--- src/rtl/bit_slice_serializer_pkg.sv ---
// Shared definitions for the bit-slice serializer: FSM encodings, default sizes
// and the counter-width helper. These encodings and defaults must match series_adder.
package bit_slice_serializer_pkg;

    localparam logic ST_LOAD   = 1'b0;
    localparam logic ST_STREAM = 1'b1;

    localparam int unsigned DEF_M = 8;
    localparam int unsigned DEF_N = 8;

    // One extra bit so a counter can reach its limit without aliasing to zero.
    function automatic int unsigned cnt_width(input int unsigned n);
        return $clog2(n) + 1;
    endfunction

endpackage

--- src/rtl/word_shift_bank.sv ---
// M slots of N bits each, with one write port and a common right shift.
// Only the slot LSBs are visible; all control lives in the parent.
module word_shift_bank #(
    parameter int unsigned M    = 8,
    parameter int unsigned N    = 8,
    parameter int unsigned IdxW = $clog2(M)
) (
    input  logic            i_clk,
    input  logic            i_rst_n,
    input  logic            i_clr,
    input  logic            i_wr_en,
    input  logic [IdxW-1:0] i_wr_idx,
    input  logic [N-1:0]    i_wr_data,
    input  logic            i_shift_en,
    output logic [M-1:0]    o_lsbs
);

    logic [N-1:0] r_slot [M];

    always_ff @(posedge i_clk or negedge i_rst_n) begin
        if (!i_rst_n) begin
            for (int unsigned k = 0; k < M; k++) r_slot[k] <= '0;
        end else if (i_clr) begin
            for (int unsigned k = 0; k < M; k++) r_slot[k] <= '0;
        end else begin
            for (int unsigned k = 0; k < M; k++) begin
                if (i_wr_en && (i_wr_idx == IdxW'(k))) begin
                    r_slot[k] <= i_wr_data;
                end else if (i_shift_en) begin
                    r_slot[k] <= r_slot[k] >> 1;
                end
            end
        end
    end

    always_comb begin
        o_lsbs = '0;
        for (int unsigned k = 0; k < M; k++) o_lsbs[k] = r_slot[k][0];
    end

endmodule

--- src/rtl/bit_slice_serializer.sv ---
// Buffers M N-bit words, then streams N bit-slices LSB first (lane k = word k)
// straight into the serial adder's data/data_vld inputs.
module bit_slice_serializer
    import bit_slice_serializer_pkg::*;
#(
    parameter int unsigned M = DEF_M,
    parameter int unsigned N = DEF_N
) (
    input  logic         i_clk,
    input  logic         i_rst_n,
    input  logic         i_clear,
    input  logic         i_s_vld,
    output logic         o_s_rdy,
    input  logic [N-1:0] i_s_data,
    output logic [M-1:0] o_data,
    output logic         o_data_vld,
    output logic         o_busy
);

    localparam int unsigned WCW  = cnt_width(M);
    localparam int unsigned BCW  = cnt_width(N);
    localparam int unsigned IdxW = $clog2(M);

    localparam logic [WCW-1:0] WORD_LAST = WCW'(M - 1);
    localparam logic [BCW-1:0] BIT_LAST  = BCW'(N - 1);

    logic           r_state;
    logic [WCW-1:0] r_word_cnt;
    logic [BCW-1:0] r_bit_cnt;

    logic           w_state_nxt;
    logic [WCW-1:0] w_word_cnt_nxt;
    logic [BCW-1:0] w_bit_cnt_nxt;
    logic           w_accept;
    logic           w_shift;
    logic [M-1:0]   w_lsbs;

    // Clear blocks both the write and the shift so the bank is only zeroed.
    assign w_accept = (r_state == ST_LOAD) && i_s_vld && !i_clear;
    assign w_shift  = (r_state == ST_STREAM) && !i_clear;

    always_comb begin
        w_state_nxt    = r_state;
        w_word_cnt_nxt = r_word_cnt;
        w_bit_cnt_nxt  = r_bit_cnt;
        if (i_clear) begin
            w_state_nxt    = ST_LOAD;
            w_word_cnt_nxt = '0;
            w_bit_cnt_nxt  = '0;
        end else if (r_state == ST_LOAD) begin
            if (w_accept) begin
                if (r_word_cnt == WORD_LAST) begin
                    w_state_nxt    = ST_STREAM;
                    w_word_cnt_nxt = '0;
                end else begin
                    w_word_cnt_nxt = r_word_cnt + 1'b1;
                end
            end
        end else begin
            if (r_bit_cnt == BIT_LAST) begin
                w_state_nxt   = ST_LOAD;
                w_bit_cnt_nxt = '0;
            end else begin
                w_bit_cnt_nxt = r_bit_cnt + 1'b1;
            end
        end
    end

    always_ff @(posedge i_clk or negedge i_rst_n) begin
        if (!i_rst_n) begin
            r_state    <= ST_LOAD;
            r_word_cnt <= '0;
            r_bit_cnt  <= '0;
        end else begin
            r_state    <= w_state_nxt;
            r_word_cnt <= w_word_cnt_nxt;
            r_bit_cnt  <= w_bit_cnt_nxt;
        end
    end

    word_shift_bank #(
        .M    (M),
        .N    (N),
        .IdxW (IdxW)
    ) u_bank (
        .i_clk      (i_clk),
        .i_rst_n    (i_rst_n),
        .i_clr      (i_clear),
        .i_wr_en    (w_accept),
        .i_wr_idx   (r_word_cnt[IdxW-1:0]),
        .i_wr_data  (i_s_data),
        .i_shift_en (w_shift),
        .o_lsbs     (w_lsbs)
    );

    assign o_s_rdy    = (r_state == ST_LOAD);
    assign o_data_vld = (r_state == ST_STREAM);
    assign o_busy     = o_data_vld;
    // Gated by registered state only, so adder inputs stay quiet outside a stream.
    assign o_data     = w_lsbs & {M{o_data_vld}};

endmodule
--- config.mk ---
export PLATFORM = sky130hd
export DESIGN_NAME = bit_slice_serializer
export DESIGN_NICKNAME = d
export VERILOG_FILES = /design/src/rtl/bit_slice_serializer_pkg.sv /design/src/rtl/word_shift_bank.sv /design/src/rtl/bit_slice_serializer.sv
export SDC_FILE = /design/constraint.sdc
export NUM_CORES = 1
export LEC_CHECK = 0
export CAP_MARGIN = 20
export CORE_MARGIN = 10
export CORE_UTILIZATION = 35
export CTS_BUF_LIST = sky130_fd_sc_hd__clkbuf_2
export DETAILED_ROUTE_END_ITERATION = 8
export PLACE_DENSITY = 0.58
export SLEW_MARGIN = 15
export SYNTH_ARGS = -nofsm -noshare
export SYNTH_HDL_FRONTEND = slang
export SYNTH_HIERARCHICAL = 1
export SYNTH_SLANG_ARGS = --single-unit
export TNS_END_PERCENT = 20
--- constraint.sdc ---
create_clock -name i_clk -period 2.45 [get_ports i_clk]
set_input_delay 0.245 -clock i_clk [delete_from_list [all_inputs] [get_ports i_clk]]
set_output_delay 0.245 -clock i_clk [all_outputs]
set_load 0.005 [all_outputs]
======== Yosys cells after proc, flatten, opt, wreduce, memory -nomap -nowiden ========
Index checks and enable logic that the tools add are counted.
storage, ports and cells
  register bits ........................... 73
  output and inout bits ................... 11
  bits of input ports ..................... 12
  word-level logic and storage cells ...... 78
cells by class
  bitwise operators ....................... 2
  equality and inequality tests ........... 10
  mux-type cells .......................... 29
  add/sub/neg operators ................... 2
  reduce and logical (&&, ||, !) cells .... 24
operators with widths
  operator                                              number
  two-way mux 8 bit                                     16
  two-way mux 64 bit                                    1
  two-way mux 4 bit                                     7
  nonzero test 3 bit                                    8
  equality test 3 bit (second input constant)           4
  logical AND 1 bit                                     11
  adder 4 x 1 -> 4 bit (second input constant)          2
  AND 8 bit                                             1
  equality test 4 x 3 -> 1 bit (second input constant)  2
  equality test 3 x 2 -> 1 bit (second input constant)  2
  two-way mux 1 bit                                     5
  nonzero test 2 bit                                    2
  equality test 3 x 1 -> 1 bit (second input constant)  1
  logical NOT 3 bit                                     1
  inequality test 2 bit (second input constant)         1
  AND reduction 2 bit                                   1
  logical NOT 1 bit                                     1
  NOT 1 bit                                             1

======== Depth between registers and ports, before layout ========
  depth after elaboration ................. 6
  depth in mapped cells ................... 8
  depth with buffers taken out ............ 5

======== Hierarchy ========
The synthesis kept the hierarchy.
by module, submodules not included
  module                sequential area each (um2)  cells an instance  times used  area an instance (um2)
  word_shift_bank       1601.5                      310                1           3306.9
  bit_slice_serializer  225.2                       55                 1           506.7

======== Least setup slack after synthesis ========
Ideal clock, no wire load.
  path kind ............................... reg2reg
  start point ............................. register r_state (netlist: o_busy)
  end point ............................... register u_bank/r_slot[62] (netlist bit)
  clock period less this slack ............ 1.849 ns
  arrival time ............................ 1.710 ns
  library setup time ...................... 0.138 ns
  cell stages (with the launch flop) ...... 9
  required time ........................... 2.312 ns
  slack ................................... 0.601 ns
  path buffers ............................ 3
  path through ............................ dfrtp_1 > nand2b_4 > nor2_1 > buf_2 > or4b_1 > buf_2 > buf_6 > nor2_1 > a211oi_2
between the ends
  cells in the longest elaborated chain, start to end .. 6
  elaborated cells on any way between the ends .. 8
  classes of those cells .................. 2 x mux; 1 x bitwise; 5 x reduce/logical
ends and longest elaborated chain
  what                              RTL line                    RTL
  start, declared                   bit_slice_serializer.sv:27  logic r_state;
  start signal, assigned            bit_slice_serializer.sv:75  r_state <= w_state_nxt;
  NOT 1 bit *                       bit_slice_serializer.sv:39  assign w_accept = (r_state == ST_LOAD) && i_s_vld && !i_clear;
  logical AND 1 bit * (2 in a row)  bit_slice_serializer.sv:39
  net w_accept                      bit_slice_serializer.sv:34  logic w_accept;
  logical AND 1 bit *               word_shift_bank.sv:27       if (i_wr_en && (i_wr_idx == IdxW'(k))) begin
  two-way mux 8 bit                 word_shift_bank.sv:27
  two-way mux 64 bit                word_shift_bank.sv:23       end else if (i_clr) begin
  end signal, assigned by index     word_shift_bank.sv:28       r_slot[k] <= i_wr_data;
  end signal, assigned by index     word_shift_bank.sv:30       r_slot[k] <= r_slot[k] >> 1;
  end, declared                     word_shift_bank.sv:18       logic [N-1:0] r_slot [M];
Mark *: on every way through the listed nets, which the timed path passes. The rest lies on a longest branch.
A chain may end at the register's enable or synchronous reset.

======== Worst setup path in the final report ========
  start point ............................. register r_state (netlist: o_busy)
  end point ............................... output o_s_rdy
between the ends
  cells in the longest elaborated chain, start to end .. 1
ends and longest elaborated chain
  what           RTL line                    RTL
  NOT 1 bit      bit_slice_serializer.sv:96  assign o_s_rdy = (r_state == ST_LOAD);
  end, declared  bit_slice_serializer.sv:13  output logic o_s_rdy,
No other way between the ends.

==> results_dict.tcl <==
set metrics [dict create \
    crit_required_ns 2.20 \
    synth_area_um2 3810 \
    grt_pass1_wl_um 13600 \
    nets 377 \
    power-per-cell-area_nw_per_um2 463 \
    cts_setup_buffers 0 \
    dp.cells 491 \
    slowest_delay_ns 0.53 \
    cellLeakagePower_nw 1.68 \
    n_antenna_cell 0 \
    finalCriticalPeriod_ns 2.04 \
    cts_buffers 9 \
    final.setup.tns_ns 0 \
    vdd_drop_max_mv 0.174 \
    skew_ns 0.0202 \
    ant_nets 0 \
    clk_pin_slew_ns 0.20 \
    synth_seq_area_share_pct 47.9 \
    num_vias 2577 \
    hpwl_um 4960 \
    maxCapViolCount 0 \
    end_kind "output pin" \
    cp.arrival_ns 1.79 \
    synth_cell_type_count 29 \
    gp_congestion 0.734 \
    crit_chain "buf_4, inv_1, clkdlybuf4s50_1" \
    cts-root-buf "clkbuf_2" \
    hp-class "input port to asynchronous set/reset pin" \
    crit_slowest_cell "clkdlybuf4s50_1" \
    overflow 0 \
    die_h_um 124 \
    power_frac_clock_pct 27.2 \
    syn-instance-count 365 \
    viasPerCell 5.07 \
    cts.repair.resized 0 \
    port_buffers 22 \
    crit_family "buffers and inverters" \
    htreeDepth 3 \
    finalHoldViolCount 0 \
    p_seq_share_pct 64.7 \
    rows 38 \
    ys_ff_latch 73 \
    grt_max_degree 65 \
    min_period_over_period_pct 83.2 \
    ys_warn_count 6 \
    cts_buffer_depth 2 \
    status "complete, no violations" \
    drive_gt1_share_pct 9.78 \
    slew-limit-headroom_pct 59.4 \
    final_common_cell "dfrtp_1" \
    setup_viol 0 \
    antenna_found_initial 0 \
    p_int_mw 1.40 \
    p_comb_share_pct 8.1 \
    drtIter0Drc 184 \
    crit_path_start_kind "register" \
    synth.avg_cell_area_um2 10.4 \
    syn2layout_area_growth_pct 8.96 \
    tightestPinTransition_ns 0.609 \
    final_cell_count_no_fill 508 \
    crit_type "register to output pin" \
    drt-total-wl_um 8120 \
    p_sw_share_pct 27.1 \
    path_buf_inv 3 \
    wl_per_cell_um 16.0 \
    r2r_slack_ns 0.58 \
    reg2reg_from "o_busy" \
    drc 0 \
    start_util_pct 35.5 \
    grt_pass1_vias 2494 \
    track_usage_pct 10.6 \
    clk-insertion-delay-late_ns 0.50 \
    io_pins 23 \
    timing.rr.end "u_bank/o_lsbs[0]" \
    cts_tree "done" \
    place_area_um2 4070 \
    final_cell_mix "dfrtp_1, nor2_1, mux2i_1" \
    rr_worst_depth 5 \
    final_area_um2 4160 \
    dr.pass1.iters 4 \
    drv_slew 0 \
    cp_max_fo 17 \
    max_freq_ghz 0.490 \
    power_mw 1.92 \
    die_x_um 124 \
    cts_hold_buf 1 \
    cts.sink_count 73 \
    dieArea_um2 15500 \
    coreArea_um2 10700 \
    rsz0062_at_grt "no" \
    p_sw_mw 0.522 \
    synthesis.nets 379 \
]
[routing by layer]
layer	GRT usage, %	routed length [µm]	vias up
met5	0	0	-
met1	14.4	4010	1265
met2	15.5	3690	29
met4	2.81	83	0
met3	3.66	347	6
li1	-	-	1277
[sequential cells by signal (all words and copies together), names as in the netlist]
name	count
u_bank/r_slot	56
o_busy	1
r_bit_cnt	4
r_word_cnt	4
u_bank/o_lsbs	8
[Yosys cell counts, drive strengths merged]
master    n  area (µm²)
nand4     2        12.5
or4b      1        10.0
dfrtp    73        1830
nor2     71         267
a21oi     4        20.0
or3       2        12.5
nand3     2        10.0
nand4bb   3        33.8
nand4b    3        26.3
buf      32         195
nand2b    1        13.8
nand3b    1        7.51
mux2i    66         661
xor2      2        17.5
ha        2        25.0
nand2     5        18.8
or4       1        7.51
a211oi   56         455
and3b     1        8.76
and2      8        50.1
inv       1        3.75
o31ai     1        7.51
o21ai     2        10.0
clkbuf   17        63.8
nor2b     8        50.1
[per-stage QoR]
step / utilization (%) / setup slack [ns] / hold slack, ns
CTS: 38.7 / 0.326 / 0.178
finish: 38.7 / 0.411 / 0.197
floorplan: - / 0.601 / -0.0506
global route: 38.7 / 0.254 / 0.173
global placement: 37.9 / 0.263 / 0.237
detailed placement: 37.9 / 0.231 / 0.236
[cell families (layout without fill, tap and decap cells)]
kind of cell,count (synthesis),count (layout),share of synthesized area (%)
buffers and inverters,50,53,6.89
flip-flops,73,73,47.9
multiplexers,66,66,17.3
AO/OA/AOI/OAI,63,63,12.9
XOR/XNOR,2,2,0.459
AND/OR/NAND/NOR,109,109,13.8
adder cells (fa/ha/maj),2,2,0.656
[power by group through the flow]
stage | logic (mW) | registers [mW] | clock network, mW
2_1_floorplan | 0.0998 | 1.26 | 0
3_3_place_gp | 0.156 | 1.26 | 0
3_5_place_dp | 0.159 | 1.27 | 0
4_1_cts | 0.160 | 1.24 | 0.551
5_1_grt | 0.173 | 1.25 | 0.608
6_report | 0.156 | 1.24 | 0.524
[how the worst max path moves through the flow]
stage | from | endpoint | slack (ns) | cells past startpoint
after floorplan | o_busy | u_bank/r_slot[62] | 0.60 | 8
after global placement | i_s_vld | u_bank/r_slot[63] | 0.26 | 6
after detailed placement | i_s_vld | u_bank/r_slot[63] | 0.23 | 6
after CTS | o_busy | o_data[3] | 0.33 | 3
after global routing | o_busy | o_data[4] | 0.25 | 3
final | o_busy | o_s_rdy | 0.41 | 3
[area by class of cell]
type                       count  area (µm²)
clock buffer                  10        50.0
clock inverter                 6        25.0
fill                        1107        6590
inverter                       1        3.75
multi-input combinational    242        1730
sequential                    73        1830
tap                          140         175
timing repair buffer          36         343
Power figures use the tool's default switching activity.
